[config.mk]
export PLATFORM = sky130hd
export DESIGN_NAME = regn_arb
export DESIGN_NICKNAME = d
export VERILOG_FILES = /design/src/rtl/regn_arb_pkg.sv /design/src/rtl/regn_arb_rr_prio.sv /design/src/rtl/regn_arb.sv
export SDC_FILE = /design/constraint.sdc
export NUM_CORES = 1
export LEC_CHECK = 0
export ABC_AREA = 1
export CORE_MARGIN = 4
export CORE_UTILIZATION = 40
export CTS_CLUSTER_SIZE = 28
export DETAILED_ROUTE_END_ITERATION = 8
export PLACE_DENSITY = 0.95
export SLEW_MARGIN = 0
export SYNTH_ARGS = -nofsm -noshare
export SYNTH_HDL_FRONTEND = slang
export SYNTH_SLANG_ARGS = --single-unit
[constraint.sdc]
create_clock -name clk -period 7 [get_ports clk]
set_clock_uncertainty 0.1 [all_clocks]
set_input_delay 1.4 -clock clk [delete_from_list [all_inputs] [get_ports clk]]
set_output_delay 1.4 -clock clk [all_outputs]
set_load 0.01 [all_outputs]
[src/rtl/regn_arb_pkg.sv]
// regn_arb shared definitions: default sizes, state encoding and the
// rotating-priority pick function used by rr_prio.
package regn_arb_pkg;

    localparam int W_DEF  = 32;
    localparam int N_DEF  = 4;
    localparam int CNT_W  = 16;
    localparam int N_MAX  = 16;
    localparam int SW_MAX = 4;

    typedef enum logic {
        EMPTY = 1'b0,
        FULL  = 1'b1
    } state_t;

    typedef struct packed {
        logic              any;
        logic [SW_MAX-1:0] idx;
    } pick_t;

    // First valid requester searching ptr, ptr+1, ... wrapping modulo n.
    function automatic pick_t rr_pick(
        input logic [N_MAX-1:0]  valid,
        input logic [SW_MAX-1:0] ptr,
        input int                n
    );
        pick_t r;
        int    j;
        r = '0;
        for (int k = 0; k < N_MAX; k++) begin
            j = (int'(ptr) + k) % n;
            if (k < n && !r.any && valid[j[SW_MAX-1:0]]) begin
                r.any = 1'b1;
                r.idx = j[SW_MAX-1:0];
            end
        end
        return r;
    endfunction

endpackage

[src/rtl/regn_arb_rr_prio.sv]
// rr_prio: combinational rotating-priority picker.
// Produces a one-hot grant, the winner index and an any-valid flag.
module rr_prio
    import regn_arb_pkg::*;
#(
    parameter int N  = N_DEF,
    parameter int SW = $clog2(N)
) (
    input  logic [N-1:0]  valid_i,
    input  logic [SW-1:0] ptr_i,
    output logic [N-1:0]  gnt_o,
    output logic [SW-1:0] idx_o,
    output logic          any_o
);

    logic [N_MAX-1:0] v;
    pick_t            pk;

    // Widen to the package maximum, pick, then narrow back.
    always_comb begin
        v          = '0;
        v[N-1:0]   = valid_i;
        pk         = rr_pick(v, SW_MAX'(ptr_i), N);
        any_o      = pk.any;
        idx_o      = pk.idx[SW-1:0];
        gnt_o      = '0;
        if (pk.any) begin
            gnt_o[pk.idx[SW-1:0]] = 1'b1;
        end
    end

endmodule

[src/rtl/regn_arb.sv]
// regn_arb: N-way round-robin arbiter feeding one shared output register.
// Optional REGN_ARB_CNT_EN adds a saturating accepted-transfer counter.
module regn_arb
    import regn_arb_pkg::*;
#(
    parameter  int W  = W_DEF,
    parameter  int N  = N_DEF,
    localparam int SW = $clog2(N)
) (
    input  logic           clk,
    input  logic           rst_n,
    input  logic [N-1:0]   req_valid_i,
    input  logic [N*W-1:0] req_data_i,
    output logic [N-1:0]   req_ready_o,
    output logic           out_valid_o,
    output logic [W-1:0]   out_data_o,
    output logic [SW-1:0]  out_src_o,
    input  logic           out_ready_i
`ifdef REGN_ARB_CNT_EN
    ,
    output logic [CNT_W-1:0] xfer_cnt_o
`endif
);

    state_t        state_q, state_d;
    logic [W-1:0]  data_q,  data_d;
    logic [SW-1:0] src_q,   src_d;
    logic [SW-1:0] ptr_q,   ptr_d;

    logic [N-1:0]  gnt;
    logic [SW-1:0] idx;
    logic          any;
    logic          load;
    logic          xfer;
    logic [W-1:0]  pick_data;

    rr_prio #(
        .N  (N),
        .SW (SW)
    ) u_prio (
        .valid_i (req_valid_i),
        .ptr_i   (ptr_q),
        .gnt_o   (gnt),
        .idx_o   (idx),
        .any_o   (any)
    );

    assign load        = (state_q == EMPTY) | out_ready_i;
    assign xfer        = load & any;
    assign req_ready_o = load ? gnt : '0;
    assign out_valid_o = (state_q == FULL);
    assign out_data_o  = data_q;
    assign out_src_o   = src_q;

    // Select the winning requester's word.
    always_comb begin
        pick_data = '0;
        for (int i = 0; i < N; i++) begin
            if (idx == SW'(i)) begin
                pick_data = req_data_i[i*W +: W];
            end
        end
    end

    // Next state: load a winner, drain when idle, hold under backpressure.
    always_comb begin
        state_d = state_q;
        data_d  = data_q;
        src_d   = src_q;
        ptr_d   = ptr_q;
        if (load) begin
            if (any) begin
                state_d = FULL;
                data_d  = pick_data;
                src_d   = idx;
                ptr_d   = (int'(idx) == N - 1) ? '0 : idx + SW'(1);
            end else begin
                state_d = EMPTY;
            end
        end
    end

    // Register stage and priority pointer.
    always_ff @(posedge clk or negedge rst_n) begin
        if (!rst_n) begin
            state_q <= EMPTY;
            data_q  <= '0;
            src_q   <= '0;
            ptr_q   <= '0;
        end else begin
            state_q <= state_d;
            data_q  <= data_d;
            src_q   <= src_d;
            ptr_q   <= ptr_d;
        end
    end

`ifdef REGN_ARB_CNT_EN
    logic [CNT_W-1:0] cnt_q, cnt_d;

    assign cnt_d      = (xfer && cnt_q != '1) ? cnt_q + CNT_W'(1) : cnt_q;
    assign xfer_cnt_o = cnt_q;

    // Saturating count of accepted transfers.
    always_ff @(posedge clk or negedge rst_n) begin
        if (!rst_n) begin
            cnt_q <= '0;
        end else begin
            cnt_q <= cnt_d;
        end
    end
`endif

endmodule

==> results_dict.tcl <==
set metrics [dict create \
    first_iter_violations 114 \
    dr.pass1.iters 4 \
    ys.flop_type "dfrtp_1" \
    grt_overflow 0 \
    grt_max_degree 65 \
    cts-buffers-inserted 5 \
    p_leak_nw 2.083 \
    n_fill_cell 533 \
    end_kind "primary output" \
    fin_tns_setup_ps 0 \
    core_um2 6495 \
    period_needed_ps 5436 \
    ys_ff_latch 37 \
    synthArstFlopShare_pct 100.0 \
    yosysSeqAreaShare_pct 33.98 \
    grt_usage_pct 23.50 \
    routed_wl_um 9746 \
    yosysWarnings 0 \
    initial_utilization_pct 41.96 \
    clkTransAtPathRegs_ps 70 \
    num_antenna_cells 0 \
    ctsHoldBuffers 0 \
    die_width_um 90.54 \
    final_hold_viol_count 0 \
    worst_slew_pin_slew_ps 853.9 \
    start_kind "input port" \
    cp.arrival_ps 3940 \
    ir_worst_vdd_uv 367.3 \
    synth_cell_types 20 \
    root_buffer "clkbuf_8" \
    rows 29 \
    dieArea_um2 8197 \
    syn-cell-area_um2 2725 \
    status "completed" \
    post_cts_buffers 0 \
    maxSlewHeadroom_pct 42.87 \
    die_h_um 90.54 \
    wl_per_cell_um 14.48 \
    htree_num_levels 2 \
    grt_first_pass_wirelength_um 15980 \
    report.final.slew_viol_count 0 \
    mostFrequentLayoutCells "218 x nand2_1, 172 x clkdlybuf4s50_1, 63 x o21ai_0" \
    critical_path_class "input port to primary output" \
    gp_congestion 0.9024 \
    worstSkewPairLatency_ps 280 \
    via_count 3431 \
    mostFrequentLayoutCell "nand2_1" \
    utilization_pct 69.31 \
    fmax_ghz 0.1840 \
    hold_path.class "register to register" \
    final_layout_size_suffix_gt1_share_pct 5.369 \
    placement.io_buffers 173 \
    powerDensity_nw_per_um2 590.0 \
    synth_cells 439 \
    antenna_found_initial 0 \
    hold_ws_ps 384.5 \
    synth_fp_nets 578 \
    cts_resized 0 \
    period_share_pct 77.66 \
    nets 734 \
    drc 0 \
    clock_sinks 37 \
    syn_area_per_cell_um2 6.208 \
    setup_viol 0 \
    rsz0062_at_grt "no" \
    required_ps 5500 \
    syn_to_final_growth_pct 65.20 \
    num_io_pins 174 \
    ant_nets 0 \
    drv_cap 0 \
    via_per_inst 5.098 \
    synth_edf_count 0 \
    dpl_worst_slack_ps 1616 \
    cts.path.max_buffers 2 \
    cts_tree "yes" \
    hpwlAfterDp_um 7386 \
    grt_pass1_vias 3462 \
    worst-path-max-fanout 33 \
    fin_ws_ps 1564 \
]
==> power breakdown <==
group / internal, mW / switching (mW)
Combinational: 0.823 / 1.29
Clock: 0.0708 / 0.0702
Sequential: 0.333 / 0.0701
Total: 1.23 / 1.43
==> routing by layer <==
layer	vias to the layer above	part of all wire, %	track usage (%)
met4	0	1.5	8.163
met1	1550	39	25.44
met5	-	0	0
met2	157	52	44.22
met3	15	8.1	5.500
li1	1709	-	-
==> stage by stage <==
stage / area [um2] / cells / power [mW]
floorplan: 2725 / 439 / 1.878
global placement: 4422 / 665 / 2.435
detailed placement: 4422 / 665 / 2.518
CTS: 4502 / 673 / 2.669
global route: 4502 / 673 / 2.980
finish: 4502 / 673 / 2.656
==> worst paths after layout <==
kind,cells after the start,start,to,slack (ps)
max reg2reg,19,ptr_q[0],out_data_o[26],3340
max in group asynchronous,1,rst_n,out_data_o[6],5150
min,2,out_data_o[4],out_data_o[4],380
max,15,req_valid_i[1],req_ready_o[2],1560
min in group asynchronous,1,rst_n,out_data_o[26],1120
min reg2reg,2,out_data_o[4],out_data_o[4],380
==> critical path, cell delays in order <==
cell and delay [ps]:
clkdlybuf4s50_1 450, inv_1 80, nand2_1 70, nand3_1 140, nand2_1 110, nor2_4 160
nand3_1 80, nand3_1 110, nand2_1 100, inv_1 100, ha_1 170, inv_1 40
buf_4 210, nor2_1 130, clkdlybuf4s50_1 570
==> area by class of cell <==
| type | instances | area [um2] | area share (%) |
|---|---|---|---|
| repair buffers | 178 | 1764 | 39.19 |
| well taps | 77 | 96.34 | 2.140 |
| multi-input cells | 356 | 1569 | 34.85 |
| flip-flops and latches | 37 | 925.9 | 20.57 |
| clock buffers | 8 | 80.08 | 1.779 |
| inverters | 17 | 66.31 | 1.473 |
==> Yosys cell counts (4+ instances only) <==
master      n  area share [%]
nand2_2    14             3.2
dfrtp_1    37              34
ha_1        4             1.8
buf_6       5             2.1
inv_1      14             1.9
clkbuf_1   16             2.2
nor2_1      5            0.69
a21oi_1    32             5.9
nand3_1    10             1.8
buf_2       5            0.92
o21ai_0    63              12
nand2_1   218              30
o21ai_1     6             1.1
==> flip-flops by register name (all words and copies together) (netlist names) <==
name / count
out_data_o: 32
out_valid_o: 1
ptr_q: 2
out_src_o: 2
==> cell families (layout without fill, tap and decap cells) <==
| group | count (synthesis) | after routing | share of synthesized area (%) |
|---|---|---|---|
| AO/OA/AOI/OAI | 101 | 101 | 18.55 |
| adder cells (fa/ha/maj) | 4 | 4 | 1.837 |
| buffers and inverters | 46 | 203 | 8.632 |
| flip-flops | 37 | 37 | 33.98 |
| AND/OR/NAND/NOR | 251 | 251 | 37.01 |
No activity file was read; power rests on OpenSTA's default activity.
